## config.mk

```make
export PLATFORM = sky130hd
export DESIGN_NAME = circle_radius_sequencer
export DESIGN_NICKNAME = d
export VERILOG_FILES = /design/src/rtl/circle_radius_sequencer.sv
export SDC_FILE = /design/constraint.sdc
export NUM_CORES = 1
export LEC_CHECK = 0
export ABC_AREA = 1
export BUFFER_PORTS_ARGS = -buffer_cell sky130_fd_sc_hd__buf_4
export CORE_MARGIN = 3
export CORE_UTILIZATION = 60
export CTS_CLUSTER_SIZE = 25
export DETAILED_ROUTE_END_ITERATION = 16
export PLACE_DENSITY_LB_ADDON = 0.25
export SLEW_MARGIN = 20
export SYNTH_ARGS = -nofsm -noshare
export SYNTH_HDL_FRONTEND = slang
export SYNTH_SLANG_ARGS = --single-unit
export TNS_END_PERCENT = 10
```

## constraint.sdc

```tcl
create_clock -name clk -period 6.1 [get_ports clk]
set_input_delay 0.61 -clock clk [delete_from_list [all_inputs] [get_ports clk]]
set_output_delay 0.61 -clock clk [all_outputs]
set_load 0.02 [all_outputs]
```

## src/rtl/circle_radius_sequencer.sv

```systemverilog
// Per-frame radius controller: peak-hold/decay radius and radius^2 updated only at frame boundaries.
// Latency frame_start(T) -> radius T+2 -> radius_sq/radius_upd T+3; no backpressure, frame_start during update is flagged.
module circle_radius_sequencer #(
    parameter int HOLD_FRAMES = 4,
    parameter int DECAY_STEP  = 2,
    parameter int RADIUS_MIN  = 0
) (
    input  logic        clk,
    input  logic        rst_n,
    input  logic        enable,
    input  logic        freeze,
    input  logic        frame_start,
    input  logic        sample_valid,
    input  logic [9:0]  wave_sample,
    output logic [7:0]  radius,
    output logic [15:0] radius_sq,
    output logic        radius_upd,
    output logic        frame_miss
);

    localparam logic [1:0] S_IDLE   = 2'd0;
    localparam logic [1:0] S_ACCUM  = 2'd1;
    localparam logic [1:0] S_UPDATE = 2'd2;
    localparam logic [1:0] S_SQUARE = 2'd3;

    localparam logic [3:0] HOLD_INIT = 4'(HOLD_FRAMES);
    localparam logic [7:0] STEP      = 8'(DECAY_STEP);
    localparam logic [7:0] FLOOR     = 8'(RADIUS_MIN);

    logic [1:0] state;
    logic [7:0] peak;
    logic [3:0] hold_cnt;

    logic [7:0] samp;
    logic [7:0] peak_next;
    logic [7:0] dec_sat;
    logic [7:0] dec_pk;
    logic [7:0] decay_val;
    logic [1:0] unused_lsbs;

    assign samp        = wave_sample[9:2];
    assign unused_lsbs = wave_sample[1:0];
    assign peak_next   = (sample_valid && (samp > peak)) ? samp : peak;

    // Decay saturates at zero, then is clamped up to the frame peak and the floor.
    assign dec_sat   = (radius > STEP) ? (radius - STEP) : 8'd0;
    assign dec_pk    = (dec_sat > peak) ? dec_sat : peak;
    assign decay_val = (dec_pk > FLOOR) ? dec_pk : FLOOR;

    always_ff @(posedge clk or negedge rst_n) begin
        if (!rst_n) begin
            state      <= S_IDLE;
            radius     <= 8'd0;
            radius_sq  <= 16'd0;
            radius_upd <= 1'b0;
            frame_miss <= 1'b0;
            peak       <= 8'd0;
            hold_cnt   <= 4'd0;
        end else begin
            radius_upd <= 1'b0;
            if (frame_start && ((state == S_UPDATE) || (state == S_SQUARE)))
                frame_miss <= 1'b1;

            if (!enable) begin
                state     <= S_IDLE;
                radius    <= 8'd0;
                radius_sq <= 16'd0;
                peak      <= 8'd0;
                hold_cnt  <= 4'd0;
            end else begin
                case (state)
                    S_IDLE: begin
                        if (frame_start) begin
                            state <= S_UPDATE;
                            peak  <= 8'd0;
                        end
                    end
                    S_ACCUM: begin
                        peak <= peak_next;
                        if (frame_start)
                            state <= S_UPDATE;
                    end
                    S_UPDATE: begin
                        if (!freeze) begin
                            if (peak >= radius) begin
                                radius   <= peak;
                                hold_cnt <= HOLD_INIT;
                            end else if (hold_cnt != 4'd0) begin
                                hold_cnt <= hold_cnt - 4'd1;
                            end else begin
                                radius <= decay_val;
                            end
                        end
                        // A sample landing in the update cycle opens the next frame.
                        peak  <= sample_valid ? samp : 8'd0;
                        state <= S_SQUARE;
                    end
                    S_SQUARE: begin
                        peak       <= peak_next;
                        radius_sq  <= 16'(radius) * 16'(radius);
                        radius_upd <= 1'b1;
                        state      <= S_ACCUM;
                    end
                    default: state <= S_IDLE;
                endcase
            end
        end
    end

endmodule

```

* Word-level counts from Yosys, hierarchy flattened
Cells that the tools add are included.
Cells by class: muxes and demuxes 25, add/subtract/negate cells 2, magnitude comparators 5, multipliers 1, equality and inequality tests 11, reductions and logical operators 10
Operator list (count):
- 2-to-1 mux 8 bit | 12
- 2-to-1 mux 16 bit | 2
- case mux 8 bit (3 select lines) | 1
- 2-to-1 mux 4 bit | 5
- greater-than comparator 8 bit | 2
- multiplier 8 x 8 -> 16 bit | 1
- >= comparator 8 bit | 1
- greater-than comparator 8 x 1 -> 1 bit (second input constant) | 1
- greater-than comparator 8 x 2 -> 1 bit (second input constant) | 1
- subtractor 8 x 2 -> 8 bit (second input constant) | 1
- != test 3 x 2 -> 1 bit (second input constant) | 2
- != test 3 bit (second input constant) | 2
- case mux 2 bit (3 select lines) | 1
- AND reduction 3 bit | 2
- == test 2 bit (second input constant) | 2
- 2-to-1 mux 2 bit | 2
- != test 2 x 1 -> 1 bit (second input constant) | 2
- nonzero test 4 bit | 1
- OR reduction 2 bit | 2
- subtractor 4 x 1 -> 4 bit (second input constant) | 1
- != test 3 x 1 -> 1 bit (second input constant) | 1
- == test 2 x 1 -> 1 bit (second input constant) | 1
- logical AND 1 bit | 2
- zero test 2 bit | 1
- other kinds (4) | 5
Word-level totals: input bits 16, word-level logic and storage cells 61, output and inout port bits 26, register bits 40

* Depth between registers and ports, before layout
Gate-level depths: netlist of the first run.
word-level depth 11, depth in mapped cells 20, mapped depth without buffers 19

* Worst setup path before layout of the first run
Ideal clock, no wire load.
path kind register to register, from register radius[7], to register radius_sq[15], path slack 1913 ps, path buffers 1, period minus slack after synthesis 4187 ps, cell stages (with the launch flop) 18, data required time 5983 ps, library setup time 117 ps, data arrival time 4070 ps, cell sequence dfrtp_1 > clkbuf_1 > nand2_1 > fa_1 > inv_1 > fa_1 > fa_1 > inv_1 > fa_1 > inv_1 > ha_1 > nand2_1 > o21ai_0 > nand2_1 > nand3_1 > nand3_1 > nand3_1 > nand2_1
On the way: longest elaborated chain between the ends 3
Ends and longest elaborated chain:
- from (decl) | line 15 | output logic [7:0] radius,
- from (signal assigned) | line 86 | radius <= peak;
- from (signal assigned) | line 91 | radius <= decay_val;
- multiplier 8 x 8 -> 16 bit | line 100 | radius_sq <= 16'(radius) * 16'(radius);
- 2-to-1 mux 16 bit | line 71 | case (state)
- 2-to-1 mux 16 bit | line 64 | if (!enable) begin
- to (signal assigned) | line 100
- to (decl) | line 16 | output logic [15:0] radius_sq,
Every way passes these cells. The select of a mux whose other input is x is not followed. A chain may end at the register's enable or synchronous reset.

* Worst setup path in the final report of the first run
from register radius[5], to register radius_sq[15]
The elaborated chain is that of the path after synthesis.

==> summary.md, run 1 <==
| Metric | Value |
|---|---|
| CTS Buffer Depth | 2 |
| Area Overhead vs Synth | 10.7% |
| Sink Count | 39 |
| Post-synthesis cell area | 4270 um2 |
| Register area share after synthesis | 22.8% |
| Die area | 8170 um2 |
| Max Cap Violations | 0 |
| Layout cell share with drive strength beyond 1 | 10.7% |
| Number of synthesis warnings | 0 |
| Endpoints failing hold | 0 |
| Fin crit share | 72.0% |
| Slowest-stage cell, CP | dfrtp_1 |
| Critical-path cell list | nand2_1, fa_1, inv_1, fa_1, fa_1, inv_1, fa_1, inv_1, ha_1, nand2_1, o21ai_0, nand2_1, nand3_1, nand3_1, nand3_1, nand2_1 |
| Hold_ws | 0.271 ns |
| Diode count | 0 |
| Final-stage net count | 716 |
| Row count | 30 |
| Chip Width | 90.4 um |
| Slew headroom | 61.4% |
| Max Fclk | 228 MHz |
| Synth Instances | 582 |
| DRT iter0 DRCs | 147 |
| Initial Util | 62.2% |
| Commonest cells after routing, fill and taps aside | nand2_1, inv_1, ha_1 |
| Startpoint Class | register |
| DP Wirelength | 7.75 mm |
| Vias in the first global route | 3813 |
| Post-synth EDFFs | 0 |
| Ys async rst share | 100% |
| Final TNS setup | 0 ns |
| Die H | 90.4 um |
| Placeable Area | 6870 um2 |
| Critical setup path kind | reg2reg |
| Drc violations | 0 |
| H-tree depth | 2 |
| Commonest non-fill, non-tap cell in the layout | nand2_1 |
| Max Clock Skew | 0.00724 ns |
| Worst EP arrival | 4.59 ns |
| Ports | 42 |
| Flops & latches, synth | 39 |
| Root Buffer | clkbuf_8 |
| Fill count | 599 |
| Setup crit end kind | register |
| Number of buffers created by CTS | 5 |
| Power density over cell area | 300 nW/um2 |
| CP max FO | 16 |
| Port bufs | 38 |
| Gr ovfl total | 0 |
| Global-route wire length before repair | 16.7 mm |
| Status | finished, final reports clean |
| Syn Nets | 680 |
| Final Setup Violations | 0 |
| DR vias/cell | 5.27 |
| Ys flop type | dfrtp_1 |
| Largest net degree at the start of global routing | 40 |
| Distinct cell type count after synthesis | 40 |
| Post-CTS Hold Buffers | 0 |
| Antenna-violating nets left | 0 |
| DR WL/cell | 13.4 um |
| CTS clk-pin slew, worst paths | 0.09 ns |
| Minimum clock period after layout | 4.39 ns |
| Tot GR Track Use | 24.7% |
| Total power | 1.42 mW |
| Clock Latency Late Sink | 0.30 ns |
| Setup Buffers After CTS | 0 |
| Maximum vdd drop | 0.000187 V |
| Setup repair after global routing missed its margin | no |
| WP data required | 6.30 ns |
| Initial antenna violation count | 0 |
| Pre-antenna DRT Iters | 5 |
| Placer congestion estimate | 0.862 |
| Mapped Avg Cell Area | 7.34 um2 |
| Slew @ Worst Pin | 0.579 ns |
| Slowest stage delay, CP | 0.72 ns |
| Hold Crit Class | in2async |
| Post-CTS sizing | 0 |
| Leakage | 2.78 nW |
| CTS tree | done |
| Post-Route WL | 9.57 mm |
| Via count | 3766 |
| Fin. max-slew vios | 0 |
## where the power goes
group / total [mW] / internal (mW) / switching, mW
registers: 0.357 / 0.290 / 0.0668
logic: 0.865 / 0.304 / 0.561
clock network: 0.196 / 0.0925 / 0.104
total: 1.42 / 0.687 / 0.731
## through the flow
step           setup slack, ns  util (%)  cells  cell area (um2)
3_3_place_gp              1.72      67.4    707             4630
3_5_place_dp              1.72      67.4    707             4630
5_1_grt                   1.37      68.9    715             4730
4_1_cts                   1.71      68.9    715             4730
6_report                  1.71      68.9    715             4730
2_1_floorplan             1.91         -    582             4270
## final timing paths
| check | startpoint | end | slack [ns] | cells after the start |
|---|---|---|---|---|
| min reg2reg | frame_miss | frame_miss | 0.48 | 1 |
| max | radius[5] | radius_sq[15] | 1.71 | 16 |
| max reg2reg | radius[5] | radius_sq[15] | 1.71 | 16 |
| min | rst_n | peak[0] | 0.27 | 1 |
| max in group asynchronous | rst_n | state[0] | 5.48 | 1 |
| min in group clk | frame_miss | frame_miss | 0.48 | 1 |
## per-layer routing
metal	up-vias	track usage, %	part of all wire (%)
met5	-	0	0
met4	0	7.40	1.5
met3	14	2.67	2.7
met2	65	46.4	54
met1	1787	29.5	42
li1	1900	-	-
## worst max-delay path: cells and delay by family, from the launching register on
kind / cells / cell delay (ns)
adders and majority gates: 5 / 2.47
DFF: 1 / 0.72
and+or+nand+nor: 7 / 0.68
buffers and inverters: 3 / 0.17
AOI/OAI and AO/OA: 1 / 0.24
## logic make-up after synthesis
kind of cell	share of synthesized area, %
simple gates	26.2
xor+xnor	1.84
buf+inv	11.2
other cells	0.0877
flops	22.8
compound gates	9.43
fa+ha+maj	28.4
## state kept, by name (all words and copies together) (netlist names)
register    cells
state           2
peak            8
frame_miss      1
radius_upd      1
hold_cnt        4
radius          8
radius_sq      15
## synthesized netlist by cell type, types with 2 or more instances
master,number,area [um2]
nor2_4,2,22.5
inv_1,108,405
nor3_1,4,20.0
o21a_1,2,15.0
a21oi_1,29,145
dfrtp_1,39,976
ha_1,57,713
o21ai_1,3,15.0
a21o_1,2,15.0
nor2_1,31,116
or2_2,2,12.5
xor2_1,7,61.3
o21ai_0,23,115
nand3_1,27,135
a31oi_1,3,18.8
nand2_1,168,631
nand2_2,5,31.3
clkbuf_1,3,11.3
inv_2,4,15.0
buf_2,3,15.0
nand4_1,8,50.1
fa_1,25,500
nand3b_1,9,67.6
xnor2_1,2,17.5
## layout make-up
cell class	instances	area (um2)	area share, %
repair buffers	38	285	6.03
clock buffers	6	82.6	1.75
flip-flops and latches	39	976	20.6
clock inverters	2	16.3	0.344
multi-input cells	420	2820	59.6
inverters	114	430	9.10
well taps	96	120	2.54
Power figures use the tool's default switching activity.
==> run 2, diff against run 1 <==
ABC_AREA = 0   (was 1)
CORE_UTILIZATION = 55   (was 60)
clock period = 3.6 ns   (was 6.1 ns; I/O delays follow)
==> run 2 against run 1 <==
Net effect:
- the run now ends with setup timing left
- global-route usage is 0.48 points higher
- clock-buffer cell count shrank 1
- worst hold slack got worse by 0.24 ns
- power up 33%
- non-clock buffer count rose by 58
- routed wire length rose by 4.1%
- via count is 5.8% lower
- sequential share of layout area shrank 1.3 points
- sequential power rose by 46%
- utilization rose by 4.5 points
==> summary.md, run 2 <==
| Metric | Value |
|---|---|
| Clock Latency Late Sink | 0.30 ns (about the same) |
| Power density over cell area | 371 nW/um2 (+24%) |
| Commonest cells after routing, fill and taps aside | buf_4, inv_1, nand2_1 |
| Critical setup path kind | reg2reg |
| Top Registers | radius_sq (15), peak (8), radius (8) |
| Mapped Avg Cell Area | 8.83 um2 (+20%) |
| Maximum vdd drop | 0.000320 V (+71%) |
| CTS clk-pin slew, worst paths | 0.09 ns (about the same) |
| CP max FO | 4 (-12) |
| Max Fclk | 242 MHz (+6.2%) |
| Placeable Area | 6940 um2 (+1.1%) |
| DRT iter0 DRCs | 114 (-22%) |
| Antenna-violating nets left | 0 (unchanged) |
| Buf/Inv on CP | 3 (unchanged) |
| Largest Register | radius_sq |
| Max Cap Violations | 0 (unchanged) |
| Slew @ Worst Pin | 1.11 ns (+0.529 ns) |
| Failing checks | setup timing |
| Startpoint Class | register |
| Sink Count | 39 (unchanged) |
| Worst EP arrival | 4.31 ns (-0.28 ns) |
| Final TNS setup | -2.81 ns (-2.81 ns) |
| CTS Buffer Depth | 2 (unchanged) |
| Post-synthesis cell area | 4010 um2 (-6.2%) |
| Drc violations | 0 (unchanged) |
| Root Buffer | clkbuf_8 |
| Final Setup Violations | 9 (+9) |
| Post-Route WL | 9.96 mm (+4.1%) |
| Max Clock Skew | 0.0153 ns (+0.00811 ns) |
| H-tree depth | 2 (unchanged) |
| Number of buffers created by CTS | 5 (unchanged) |
| Fill count | 529 (-12%) |
| Fin crit share | 115% (+43 points) |
| Critical-path cell list | clkinv_8, nor2_4, fa_1, fa_1, inv_1, fa_1, fa_1, inv_2, ha_4, a21o_1, nor4_4, o31ai_2, o2111a_1, a211o_1 |
| Initial antenna violation count | 0 (unchanged) |
| Post-synth EDFFs | 0 (unchanged) |
| Pre-CTS WS | -0.630 ns (-2.35 ns) |
| Gr ovfl total | 0 (unchanged) |
| CTS tree | done |
| Synth Instances | 454 (-22%) |
| Tot GR Track Use | 25.2% (+0.48 points) |
| Endpoints failing hold | 0 (unchanged) |
| Layout cell share with drive strength beyond 1 | 28.1% (+17 points) |
| Synth top area cells | dfrtp_1, ha_1, fa_1 |
| Area Overhead vs Synth | 27.0% |
| WP data required | 3.78 ns (-2.52 ns) |
| Slew headroom | 26.1% (-35 points) |
| Setup repair after global routing missed its margin | yes |
| Chip Width | 91.4 um (+1.1%) |
| Global-route wire length before repair | 17.1 mm (+2.4%) |
| Via count | 3547 (-5.8%) |
| Most frequent CP cell | fa_1 |
| Ports | 42 (unchanged) |
| DR WL/cell | 15.4 um (+15%) |
| Ys flop type | dfrtp_1 |
| Leakage | 2.58 nW (-7.5%) |
| Slowest stage delay, CP | 0.55 ns (-0.17 ns) |
| Post-CTS Hold Buffers | 0 (unchanged) |
| Slowest-stage cell, CP | fa_1 |
| Largest net degree at the start of global routing | 40 (unchanged) |
| Port bufs | 38 (unchanged) |
| Initial Util | 57.7% (-4.5 points) |
| Flops & latches, synth | 39 (unchanged) |
| Row count | 30 (unchanged) |
| Hold Crit Class | in2async |
| Top-area cell type share of the netlist area | 24.3% (+1.5 points) |
| Setup crit end kind | register |
| Number of synthesis warnings | 0 (unchanged) |
| Max FFs per register | 15 (unchanged) |
| Syn Nets | 552 (-19%) |
| Die area | 8350 um2 (+2.2%) |
| DP Wirelength | 7.96 mm (+2.7%) |
| Most frequent cell after synthesis | inv_1 |
| Diode count | 0 (unchanged) |
| Die H | 91.4 um (+1.1%) |
| Pre-antenna DRT Iters | 4 (-1) |
| Commonest non-fill, non-tap cell in the layout | buf_4 |
| Status | finished with violations |
| Multi-input combinational cell area | 2880 um2 (+2.3%) |
| Largest area contributor in the netlist | dfrtp_1 |
| R2R Setup Slk | -0.53 ns (-2.24 ns) |
| Final-stage net count | 647 (-9.6%) |
| Minimum clock period after layout | 4.13 ns (-0.258 ns) |
| FF+latch area | 986 um2 (+1.0%) |
| Placer congestion estimate | 0.930 (+7.9%) |
| Synth cell count leaders | inv_1, ha_1, nand2_1, dfrtp_1, nor2_1 |
| Ys async rst share | 100% (unchanged) |
| DR vias/cell | 5.50 (+4.4%) |
| Total power | 1.89 mW (+33%) |
| Top Family by Delay on Critical Path | adder cells |
| Vias in the first global route | 3785 (-0.73%) |
| Distinct cell type count after synthesis | 56 (+40%) |
| Slack of the critical path | -0.533 ns (-2.24 ns) |
| Fin. max-slew vios | 0 (unchanged) |
| Register area share after synthesis | 24.3% (+1.5 points) |
==> run 2: cell count changes after synthesis, sizes merged, moves of 6 or more <==
cell,delta
a21oi,-10
xnor2,+6
nand3b,-8
mux2i,+19
inv,-50
a211oi,+6
nand3,-22
o21ai,+7
nand2,-118
nand2b,+10
==> run 2: stage by stage <==
| stage | hold slack [ns] | util (%) | instance area, um2 | instances |
|---|---|---|---|---|
| 6_report | 0.0267 | 73.3 | 5090 | 645 |
| 5_1_grt | 0.0523 | 73.3 | 5090 | 645 |
| 4_1_cts | 0.0430 | 72.7 | 5050 | 644 |
| 3_5_place_dp | 0.367 | 70.0 | 4860 | 635 |
| 3_3_place_gp | 0.360 | 70.0 | 4860 | 635 |
| 2_1_floorplan | 0.0644 | - | 4090 | 454 |
==> run 2: final timing paths <==
| check | cells after the start | startpoint | endpoint |
|---|---|---|---|
| setup / recovery | 14 | radius[5] | radius_sq[15] |
| hold / removal | 1 | rst_n | radius_sq[7] |
| setup reg to reg | 14 | radius[5] | radius_sq[15] |
| hold reg to reg | 1 | frame_miss | frame_miss |
| max in group asynchronous | 1 | rst_n | radius[5] |
| min in group clk | 2 | frame_start | frame_miss |
==> run 2: per-layer routing <==
metal	GRT usage (%)	up-vias	share of wire, %
li1	-	1723	-
met1	29.4	1717	40
met2	46.8	73	54
met3	3.15	34	2.6
met4	9.17	0	3.0
met5	0	-	0
==> run 2: where the power goes <==
group	leakage, nW	internal [mW]	switching, mW
Clock	0.0502	0.203	0.166
Combinational	2.01	0.445	0.554
Sequential	0.520	0.477	0.0426
==> run 2: timing repair <==
| action | 4_1_cts | 5_1_grt |
|---|---|---|
| endpoints found under the setup margin | 10 | 11 |
| hold endpoints to repair | 0 | 0 |
| pin swaps | 3 | 9 |
| setup buffers | 2 | 1 |
| resized for setup | 14 | 9 |
==> run 2: area by class of cell <==
type	count	share of cell area, %
Inverter	68	5.36
Multi-Input combinational cell	339	56.6
Sequential cell	39	19.4
Clock inverter	2	0.737
Tap cell	96	2.36
Clock buffer	5	1.35
Timing Repair Buffer	96	14.2
==> run 2: kinds of logic (layout without fill, tap and decap cells) <==
logic type | count (synthesis) | count (layout) | synth area share [%]
xor gates and xnor gates | 14 | 14 | 3.06
adders and majority gates | 82 | 82 | 30.3
AOI/OAI and AO/OA | 89 | 89 | 14.8
and+or+nand+nor | 134 | 134 | 15.3
buffers and inverters | 76 | 171 | 7.46
other | 1 | 1 | 0.0935
muxes | 19 | 19 | 4.74
DFF | 39 | 39 | 24.3
==> run 3, diff against run 2 <==
CORE_UTILIZATION = 60   (was 55)
clock period = 5.1 ns   (was 3.6 ns; I/O delays follow)
==> run 3 against run 2 <==
Net effect:
- the flow now finishes without violations
- sequential cell count is the same
- routed wire length shrank 9.0%
- combinational power shrank 35%
- worst hold slack gained 0.12 ns
- maximum frequency shrank 14%
- cell count shrank 9.9%
- largest power group unchanged
- register-to-register slack gained 0.83 ns
- global-route usage grew 0.34 points
- utilization shrank 2.0 points
==> summary.md, run 3 (synthesis gave the netlist of run 2 again) <==
| Metric | Value |
|---|---|
| Status | finished, final reports clean |
| Top Family by Delay on Critical Path | adder cells |
| Row count | 29 (-3.3%) |
| Slew headroom | 52.9% (+27 points) |
| Vias in the first global route | 3392 (-10%) |
| Layout cell share with drive strength beyond 1 | 14.1% (-14 points) |
| Post-Route WL | 9.07 mm (-9.0%) |
| Placeable Area | 6420 um2 (-7.5%) |
| Placer congestion estimate | 0.880 (-5.4%) |
| CTS clk-pin slew, worst paths | 0.09 ns (about the same) |
| H-tree depth | 2 (unchanged) |
| Setup Buffers After CTS | 0 (-2) |
| Max Cap Violations | 0 (unchanged) |
| Initial Util | 62.4% (+4.7 points) |
| Clock Latency Late Sink | 0.31 ns (about the same) |
| Number of buffers created by CTS | 5 (unchanged) |
| Max FFs per register | 15 (unchanged) |
| CTS Buffer Depth | 2 (unchanged) |
| Commonest cells after routing, fill and taps aside | inv_1, ha_1, nand2_1 |
| Final TNS setup | 0 ns (+2.81 ns) |
| Most frequent CP cell | fa_1 |
| Fill count | 510 (-3.6%) |
| Slowest stage delay, CP | 0.55 ns (about the same) |
| Root Buffer | clkbuf_8 |
| Power density over cell area | 291 nW/um2 (-21%) |
| Diode count | 0 (unchanged) |
| Leakage | 2.36 nW (-8.2%) |
| Fin crit share | 94.1% (-21 points) |
| Slew @ Worst Pin | 0.707 ns (-0.401 ns) |
| Buf/Inv on CP | 3 (unchanged) |
| WP data required | 5.29 ns (+1.51 ns) |
| Reg2Reg Depth | 15 (+1) |
| Tot GR Track Use | 25.5% (+0.34 points) |
| Global-route wire length before repair | 15.4 mm (-9.9%) |
| Reg-to-reg endpoint | radius_sq[15] |
| Critical setup path kind | reg2reg |
| Post-CTS Hold Buffers | 0 (unchanged) |
| DR WL/cell | 15.6 um (+1.1%) |
| Commonest non-fill, non-tap cell in the layout | inv_1 |
| Initial antenna violation count | 0 (unchanged) |
| Setup repair after global routing missed its margin | no |
| DP Wirelength | 7.24 mm (-9.1%) |
| Max Clock Skew | 0.0125 ns (-0.00281 ns) |
| DR vias/cell | 5.89 (+7.1%) |
| Endpoints failing hold | 0 (unchanged) |
| Critical-path cell list | clkinv_1, nor2_1, fa_1, fa_1, inv_1, fa_1, fa_1, inv_1, ha_1, o211ai_1, a21oi_1, nor4_1, o31ai_1, o2111a_1, a211o_1 |
| R2R Setup Slk | 0.30 ns (+0.83 ns) |
| Top Registers | radius_sq (15), peak (8), radius (8) |
| Slowest-stage cell, CP | fa_1 |
| Largest net degree at the start of global routing | 40 (unchanged) |
| Drc violations | 0 (unchanged) |
| Total power | 1.33 mW (-29%) |
| Maximum vdd drop | 0.000203 V (-37%) |
| Sink Count | 39 (unchanged) |
| Die H | 87.7 um (-4.0%) |
| Pre-antenna DRT Iters | 5 (+1) |
| Antenna-violating nets left | 0 (unchanged) |
| CTS tree | done |
| Gr ovfl total | 0 (unchanged) |
| Via count | 3421 (-3.6%) |
| DRT iter0 DRCs | 177 (+55%) |
| Ports | 42 (unchanged) |
| Final Setup Violations | 0 (-9) |
| Setup crit end kind | register |
| Fin. max-slew vios | 0 (unchanged) |
| Worst EP arrival | 4.99 ns (+0.68 ns) |
| Hold Crit Class | in2async |
| Reg2reg start | radius[6] |
| Chip Width | 87.7 um (-4.0%) |
| Minimum clock period after layout | 4.80 ns (+0.667 ns) |
| Largest Register | radius_sq |
| Startpoint Class | register |
| Final-stage net count | 601 (-7.1%) |
| Max Fclk | 208 MHz (-14%) |
| Port bufs | 38 (unchanged) |
| Post-CTS sizing | 0 (-14) |
| CP max FO | 7 (+3) |
| Die area | 7700 um2 (-7.8%) |
| Area Overhead vs Synth | 14.3% |
[run 3: cell types whose count changed in the layout (fill, tap and decap cells not counted), sizes merged]
cell / delta
clkinvlp: -1
bufinv: +1
buf: -46
inv: +1
[run 3: power breakdown]
group          total [mW]  internal (mW)  switching (mW)  leakage (nW)
sequential          0.361          0.335          0.0263         0.533
clock               0.328          0.199           0.129        0.0703
combinational       0.645          0.279           0.366          1.76
total                1.33          0.813           0.522          2.36
[run 3: final cells by class]
class | count | area (um2) | share of cell area, %
clock buffers | 5 | 68.8 | 1.50
inverters | 68 | 255 | 5.57
flip-flops and latches | 39 | 976 | 21.3
multi-input cells | 339 | 2740 | 59.8
repair buffers | 50 | 375 | 8.19
well taps | 77 | 96.3 | 2.10
clock inverters | 3 | 71.3 | 1.56
[run 3: how the worst max path moves through the flow]
stage	from	slack, ns	endpoint	cells after the start
5_1_grt	radius[0]	0.04	radius_sq[15]	18
4_1_cts	radius[6]	0.33	radius_sq[15]	15
3_3_place_gp	radius[6]	0.41	radius_sq[15]	15
2_1_floorplan	radius[5]	0.40	radius_sq[15]	16
3_5_place_dp	radius[6]	0.34	radius_sq[15]	15
6_report	radius[6]	0.30	radius_sq[15]	15
[run 3: metal layers]
layer | GRT usage (%) | routed length, um
met1 | 30.5 | 3760
met2 | 45.8 | 4820
met3 | 3.95 | 317
met4 | 10.0 | 165
met5 | 0 | 0
[run 3: per-stage QoR]
| stage | util [%] | setup WS (ns) | std cells | cell area, um2 | hold WS [ns] |
|---|---|---|---|---|---|
| after CTS | 71.3 | 0.326 | 581 | 4580 | 0.177 |
| after detailed placement | 69.1 | 0.336 | 573 | 4440 | 0.450 |
| final | 71.3 | 0.300 | 581 | 4580 | 0.150 |
| after floorplan | - | 0.396 | 454 | 4010 | 0.214 |
| after global placement | 69.1 | 0.407 | 573 | 4440 | 0.444 |
| after global routing | 71.3 | 0.0400 | 581 | 4580 | 0.193 |
